File: config.mk
export PLATFORM = sky130hd
export DESIGN_NAME = wb_sram_arbiter_2m
export DESIGN_NICKNAME = d
export VERILOG_FILES = /design/src/rtl/wb_sram_arbiter_2m.sv
export SDC_FILE = /design/constraint.sdc
export NUM_CORES = 1
export LEC_CHECK = 0
export CAP_MARGIN = 5
export CORE_AREA = 4 4 122 124
export CTS_CLUSTER_SIZE = 14
export DETAILED_ROUTE_END_ITERATION = 10
export DIE_AREA = 0 0 126 128
export SETUP_SLACK_MARGIN = 0.15
export SLEW_MARGIN = 20
export SYNTH_ARGS = -nofsm -noshare
export SYNTH_HDL_FRONTEND = slang
export SYNTH_SLANG_ARGS = --single-unit
File: constraint.sdc
create_clock -name clk -period 1.9 [get_ports clk]
set_input_delay 0.19 -clock clk [delete_from_list [all_inputs] [get_ports clk]]
set_output_delay 0.19 -clock clk [all_outputs]
set_load 0.005 [all_outputs]
File: src/rtl/wb_sram_arbiter_2m.sv
`default_nettype none
// +----------------------------------------------------------------------------+
// | Module      : wb_sram_arbiter_2m                                           |
// | Description : Two-master Wishbone arbiter in front of the SRAM bridge.     |
// |               Grants one master per CYC-held bus cycle, alternates         |
// |               round-robin under contention, and turns a stalled STB into   |
// |               a one-cycle ERR after TIMEOUT cycles without a response.     |
// | Revision    : 1.0 - initial release                                        |
// +----------------------------------------------------------------------------+
module wb_sram_arbiter_2m #(
    parameter int ADDRESS_WIDTH = 32,
    parameter int DATA_WIDTH    = 32,
    parameter int TIMEOUT       = 16
) (
    input  logic                      clk,
    input  logic                      rst,
    // master 0
    input  logic [ADDRESS_WIDTH-1:0]  m0_adr,
    input  logic [DATA_WIDTH-1:0]     m0_dat_w,
    output logic [DATA_WIDTH-1:0]     m0_dat_r,
    input  logic                      m0_cyc,
    input  logic                      m0_stb,
    input  logic                      m0_we,
    input  logic [DATA_WIDTH/8-1:0]   m0_sel,
    output logic                      m0_ack,
    output logic                      m0_err,
    // master 1
    input  logic [ADDRESS_WIDTH-1:0]  m1_adr,
    input  logic [DATA_WIDTH-1:0]     m1_dat_w,
    output logic [DATA_WIDTH-1:0]     m1_dat_r,
    input  logic                      m1_cyc,
    input  logic                      m1_stb,
    input  logic                      m1_we,
    input  logic [DATA_WIDTH/8-1:0]   m1_sel,
    output logic                      m1_ack,
    output logic                      m1_err,
    // downstream slave
    output logic [ADDRESS_WIDTH-1:0]  s_adr,
    output logic [DATA_WIDTH-1:0]     s_dat_w,
    input  logic [DATA_WIDTH-1:0]     s_dat_r,
    output logic                      s_cyc,
    output logic                      s_stb,
    output logic                      s_we,
    output logic [DATA_WIDTH/8-1:0]   s_sel,
    input  logic                      s_ack,
    input  logic                      s_err,
    // one-hot grant {m1,m0}
    output logic [1:0]                gnt
);

    localparam logic [1:0] c_IDLE = 2'd0;
    localparam logic [1:0] c_GNT0 = 2'd1;
    localparam logic [1:0] c_GNT1 = 2'd2;

    logic [1:0] r_state;
    logic [1:0] w_state_nxt;
    // index of the master most recently granted; 1 so m0 wins first contention
    logic       r_last;
    logic       w_last_nxt;

    logic       w_gnt0;
    logic       w_gnt1;
    logic       w_any_gnt;
    logic       w_g_cyc;
    logic       w_g_stb;
    logic       w_to_fire;

    assign w_gnt0    = (r_state == c_GNT0);
    assign w_gnt1    = (r_state == c_GNT1);
    assign w_any_gnt = w_gnt0 | w_gnt1;
    assign w_g_cyc   = w_gnt0 ? m0_cyc : (w_gnt1 ? m1_cyc : 1'b0);
    assign w_g_stb   = w_gnt0 ? m0_stb : (w_gnt1 ? m1_stb : 1'b0);

    // State and round-robin history registers
    always_ff @(posedge clk or posedge rst) begin
        if (rst) begin
            r_state <= c_IDLE;
            r_last  <= 1'b1;
        end else begin
            r_state <= w_state_nxt;
            r_last  <= w_last_nxt;
        end
    end

    // Grant selection: hold while owner keeps CYC, hand over directly on release
    always_comb begin
        w_state_nxt = r_state;
        w_last_nxt  = r_last;
        case (r_state)
            c_IDLE: begin
                if (m0_cyc && m1_cyc) begin
                    w_state_nxt = r_last ? c_GNT0 : c_GNT1;
                end else if (m0_cyc) begin
                    w_state_nxt = c_GNT0;
                end else if (m1_cyc) begin
                    w_state_nxt = c_GNT1;
                end
            end
            c_GNT0: begin
                if (!m0_cyc) begin
                    w_last_nxt  = 1'b0;
                    w_state_nxt = m1_cyc ? c_GNT1 : c_IDLE;
                end
            end
            c_GNT1: begin
                if (!m1_cyc) begin
                    w_last_nxt  = 1'b1;
                    w_state_nxt = m0_cyc ? c_GNT0 : c_IDLE;
                end
            end
            default: begin
                w_state_nxt = c_IDLE;
            end
        endcase
    end

    generate
        if (TIMEOUT > 0) begin : g_timeout
            localparam int           c_TW         = $clog2(TIMEOUT + 1);
            localparam logic [c_TW-1:0] c_TCNT_LAST = c_TW'(TIMEOUT - 1);
            localparam logic [c_TW-1:0] c_TCNT_ONE  = c_TW'(1);

            logic [c_TW-1:0] r_tcnt;

            // Fires on the last allowed stalled cycle unless the slave answers in it
            assign w_to_fire = (r_tcnt == c_TCNT_LAST) & w_g_stb & ~s_ack & ~s_err;

            // Count consecutive granted-STB cycles that see no ACK/ERR
            always_ff @(posedge clk or posedge rst) begin
                if (rst) begin
                    r_tcnt <= '0;
                end else if (!w_any_gnt || !w_g_stb || s_ack || s_err || w_to_fire) begin
                    r_tcnt <= '0;
                end else begin
                    r_tcnt <= r_tcnt + c_TCNT_ONE;
                end
            end
        end else begin : g_no_timeout
            assign w_to_fire = 1'b0;
        end
    endgenerate

    // Forward path; IDLE presents m0's qualifiers with CYC/STB low
    assign s_adr   = w_gnt1 ? m1_adr   : m0_adr;
    assign s_dat_w = w_gnt1 ? m1_dat_w : m0_dat_w;
    assign s_we    = w_gnt1 ? m1_we    : m0_we;
    assign s_sel   = w_gnt1 ? m1_sel   : m0_sel;
    assign s_cyc   = w_g_cyc;
    // the timed-out strobe is withheld so the slave never sees a request the master abandons
    assign s_stb   = w_g_stb & ~w_to_fire;

    // Return path
    assign m0_dat_r = s_dat_r;
    assign m1_dat_r = s_dat_r;
    assign m0_ack   = w_gnt0 & s_ack;
    assign m0_err   = w_gnt0 & (s_err | w_to_fire);
    assign m1_ack   = w_gnt1 & s_ack;
    assign m1_err   = w_gnt1 & (s_err | w_to_fire);

    assign gnt = {w_gnt1, w_gnt0};

endmodule
`default_nettype wire

## Yosys cells after proc, flatten, opt, wreduce, memory -nomap -nowiden

Cells that the tools add are included.

- Flip-flop bits (word level): 8
- Bits of input ports: 178
- Output and inout bits: 141
- Logic and storage cells: 55

- $add $sub $neg: 1
- Equality and inequality tests: 6
- Mux-type cells: 21
- Bitwise gates (word level): 13
- Reductions and logical operators: 11

Operators with widths:

| kind | number |
|---|---|
| $mux W32 | 2 |
| $mux W2 | 7 |
| $and A1 B1 Y1 | 8 |
| $mux W1 | 8 |
| $pmux W2 S3 | 1 |
| $reduce_and A3 Y1 | 2 |
| $add A5 B1 Y5 const B | 1 |
| $eq A5 B4 Y1 const B | 1 |
| $mux W5 | 1 |
| $logic_or A1 B1 Y1 | 4 |
| $mux W4 | 1 |
| $ne A2 B2 Y1 const B | 2 |
| $ne A4 B4 Y1 const B | 1 |
| $not A1 Y1 | 3 |
| $eq A2 B1 Y1 const B | 1 |
| $eq A2 B2 Y1 const B | 1 |
| $logic_not A1 Y1 | 2 |
| $logic_not A2 Y1 | 1 |
| $or A1 B1 Y1 | 2 |
| $pmux W1 S2 | 1 |
| $reduce_bool A2 Y1 | 1 |
| $logic_and A1 B1 Y1 | 1 |

## Logic depth before layout (Yosys ltp)

- Depth after elaboration: 9
- Depth in mapped cells: 6
- Depth with buffers taken out: 6

## Least setup slack after synthesis

Ideal clock, no wire load.

- Path type: register -> output
- Start: reg r_state[0]
- End: out s_adr[27]
- Arrival time: 1,352 ps
- Required time: 1,710 ps
- Path slack: 358 ps
- Stages on the path, launching flop included: 6
- Path buffers: 2
- Cells stage by stage: dfrtp_1 -> inv_1 -> ha_1 -> buf_4 -> buf_4 -> mux2_2

- Cells in the longest elaborated chain, start to end: 2

Ends and longest elaborated chain:

| what | RTL line | text |
|---|---|---|
| from (decl) | 55 | `logic [1:0] r_state;` |
| from (signal assigned) | 77 | `r_state <= c_IDLE;` |
| from (signal assigned) | 80 | `r_state <= w_state_nxt;` |
| $eq A2 B2 Y1 | 69 | `assign w_gnt1 = (r_state == c_GNT1);` |
| via w_gnt1 | 62 | `logic w_gnt1;` |
| $mux W32 | 144 | `assign s_adr = w_gnt1 ? m1_adr : m0_adr;` |
| to (decl) | 38 | `output logic [ADDRESS_WIDTH-1:0] s_adr,` |

The timed path passes the listed nets, and every way through them passes these cells.

## Final worst setup path

- Start: reg r_state[1]
- End: out s_dat_w[0]

- Cells in the longest elaborated chain, start to end: 2

Ends and longest elaborated chain:

| what | RTL line | text |
|---|---|---|
| $eq A2 B2 Y1 | 69 |  |
| $mux W32 | 145 | `assign s_dat_w = w_gnt1 ? m1_dat_w : m0_dat_w;` |
| to (decl) | 39 | `output logic [DATA_WIDTH-1:0] s_dat_w,` |

No other way between the ends.

==> metrics.txt <==
largest area contributor in the synthesized netlist mux2_2; clk slew on worst S/H paths roughly 40 ps; CP startpoint r_state[1]; destination of the critical timing path s_dat_w[0]; Layout Area Growth over Synthesis 164.4%; TritonCTS Buffers 3; final setup TNS -537.8 ps; buffer cell driving the clock tree root clkbuf_16; clock tree from TritonCTS built; part of the total power dissipated in sequential elements 0.046; Final Routed Wirelength roughly 11,000 um; Max Root-Sink Buffers 2; Peak supply drop 0.0005923 V; width of the die between 100 and 150 um; Antenna Cells 0; total leakage power between 2 and 2.5 nW; critical register-to-register path startpoint r_state[1]; half-perimeter wire length after placement between 7000 and 8000 um; Critical R2R Capture r_state[0]; result of the run complete, but fails checks; Switching Share 0.3120; detailed-route DRC error count 0; fraction of power consumed by the clock network 0.073; #FFs+latches synth 8; count of final hold-check violations 0; routability congestion estimate ~0.85; average detailed-routed wire length per instance 17.71 um; Overflow after GRT 0; syn nets 389; failing checks setup timing; initial antenna violation count 1; total die area between 15,000 and 20,000 um2; post-layout total power 5.047 mW; type of the tightest min-delay check input pin to async pin; cell count of the worst reg-to-reg path 7; count of maximum capacitance violations 0; final standard cell utilization of the core 0.3600; Cell Rows between 40 and 50; kind of end point of the critical path output pin; top area cells in the synthesized netlist mux2_2 (41%), buf_4 (28%), dfrtp_1 (9.3%); final-report setup violation count 11; number of inserted filler cells in the final layout 1,379; post-synthesis area per instance 9.149 um2; CTS sink cnt 8; relative slew slack 0.7639; vias after detailed routing roughly 2,300; Max Fanout on Critical Path 7; min setup slack post-route -64.73 ps; standard cell core area ~14,000 um2; post-synth top area share 0.4143; r2r setup slk roughly 230 ps; global-route wire length before repair about 14,000 um; post-synthesis cell area between 1500 and 2000 um2; signal arrival time at the worst endpoint 1770 ps; number of standard cells after synthesis around 200; startpoint types flip-flop; worst-skew pair later-pin latency around 230 ps; measured slew at the worst slew-check pin 349.2 ps; unrepaired setup endpoints after global routing true; post-synth cell types 28; register area share after synthesis 0.1074; worst setup slack before clock tree synthesis -0.4283 ps; Pint 3.472 mW; EDFF count, synth 0; via-per-instance ratio between 3 and 4; first-pass iteration count of the detailed router 4; Final Cycle Share 1.034; number of max-slew violations in the final report 0; share of post-route cells with drive strength above 1 0.5340; pin count of the biggest net entering global routing 17; clock tree skew after final layout between 4 and 5 ps; Power Dens Cells just over 1000 nW/um2; Req. time, crit path ~1700 ps; H-tree depth reported by CTS 1; Fmax slightly above 0.5 GHz; top post-synthesis cells by count buf_4 (71), mux2_2 (69), inv_1 (9); antenna-violating nets left 0; top-level I/O count between 300 and 400; Min Clock Period, post-route roughly 2000 ps; share of flip-flops with an asynchronous set or reset 1.000; Starting Density 0.1362; height of the die 128 um; count of buffers from port buffering 222; total number of nets in the final design around 610; initial detailed-routing violation count just over 60; via count of the first global-routing pass about 2,400; switching power of the nets 1.575 mW; total of warnings raised by yosys 0; global-route usage over all layers 0.1049; most common cell in the netlist buf_4; commonest register cell after synthesis dfrtp_1; crit path kind flip-flop to output pin; relative contribution of combinational cells to total power 0.881; hold bufs inserted after CTS 0
what timing repair did:
item	in CTS	in global routing
endpoints found under the setup margin	77	75
pin swaps	4	4
cloned	2	4
hold endpoints to repair	0	0
resized for setup	260	181
setup buffers	20	33
flip-flops by register name, summed over array words and instances, names as in the netlist:
register and count:
g_timeout.r_tcnt 5, r_last 1, r_state 2
area by class of cell:
type / instances / area [um2] / area share
clock buffer: 4 / 78.83 / 0.01590
inverter: 9 / 36.28 / 0.007318
tap: 180 / 225.2 / 0.04542
multi-input combinational: 113 / 1409 / 0.2841
sequential: 8 / 201.4 / 0.04063
timing repair buffer: 293 / 3008 / 0.6066
worst min-delay path by stage:
stage	endpoint	cells after the start	slack, ps
finish	g_timeout.r_tcnt[1]	2	220
global route	r_state[1]	2	260
CTS	r_state[1]	2	230
detailed placement	m1_dat_r[16]	0	380
global placement	m1_dat_r[16]	0	380
floorplan	g_timeout.r_tcnt[0]	1	5
worst max-delay path, cell delays in order (launching register included):
cell	delay, ps
dfrtp_1	400
ha_4	200
buf_12	140
buf_16	130
buf_8	130
buf_4	130
mux2_4	290
buf_6	110
logic make-up after synthesis:
group,count (synthesis),share of synthesized area
fa+ha+maj,6,0.04003
mux,70,0.4196
compound gates,12,0.04536
buf+inv,84,0.3129
simple gates,23,0.06538
xor+xnor,2,0.009341
flops,8,0.1074
cell usage in the layout, fill, tap and decap left out, types with 2 or more instances in the layout:
cell type	Yosys	final
clkdlybuf4s50_1	0	145
dlygate4sd2_1	0	3
clkbuf_2	0	18
and2_1	3	3
buf_4	71	33
buf_16	0	2
o21a_1	2	2
dfrtp_1	7	7
buf_12	0	6
nand2_1	4	4
mux2_4	0	68
buf_2	4	2
ha_1	6	2
inv_1	9	7
clkbuf_16	0	7
buf_8	0	2
nor2_1	8	7
buf_6	0	77
nand3b_1	2	2
a21oi_1	3	3
ha_4	0	3
metrics by stage:
step / cell area, um2 / std cells / hold WS, ps
finish: 4959 / 607 / 224.9
detailed placement: 3897 / 544 / 380.1
floorplan: 1876 / 205 / 4.942
CTS: 4233 / 570 / 230.3
global placement: 3897 / 544 / 380.1
global route: 4959 / 607 / 261.2
power groups by stage:
stage	clock network, mW	registers, mW	logic, mW
2_1_floorplan	0	0.234	1.29
3_3_place_gp	0	0.235	2.68
3_5_place_dp	0	0.235	2.71
6_report	0.366	0.233	4.45
4_1_cts	0.374	0.233	3.10
5_1_grt	0.383	0.238	4.67
routing by layer:
| metal | vias to the layer above | track usage | share of wire |
|---|---|---|---|
| li1 | 1078 | - | - |
| met1 | 1075 | 0.1113 | 0.36 |
| met2 | 105 | 0.2063 | 0.55 |
| met3 | 31 | 0.02792 | 0.073 |
| met4 | 2 | 0.02271 | 0.017 |
| met5 | - | 0 | 0.0012 |
No activity file was read; power rests on OpenSTA's default activity.
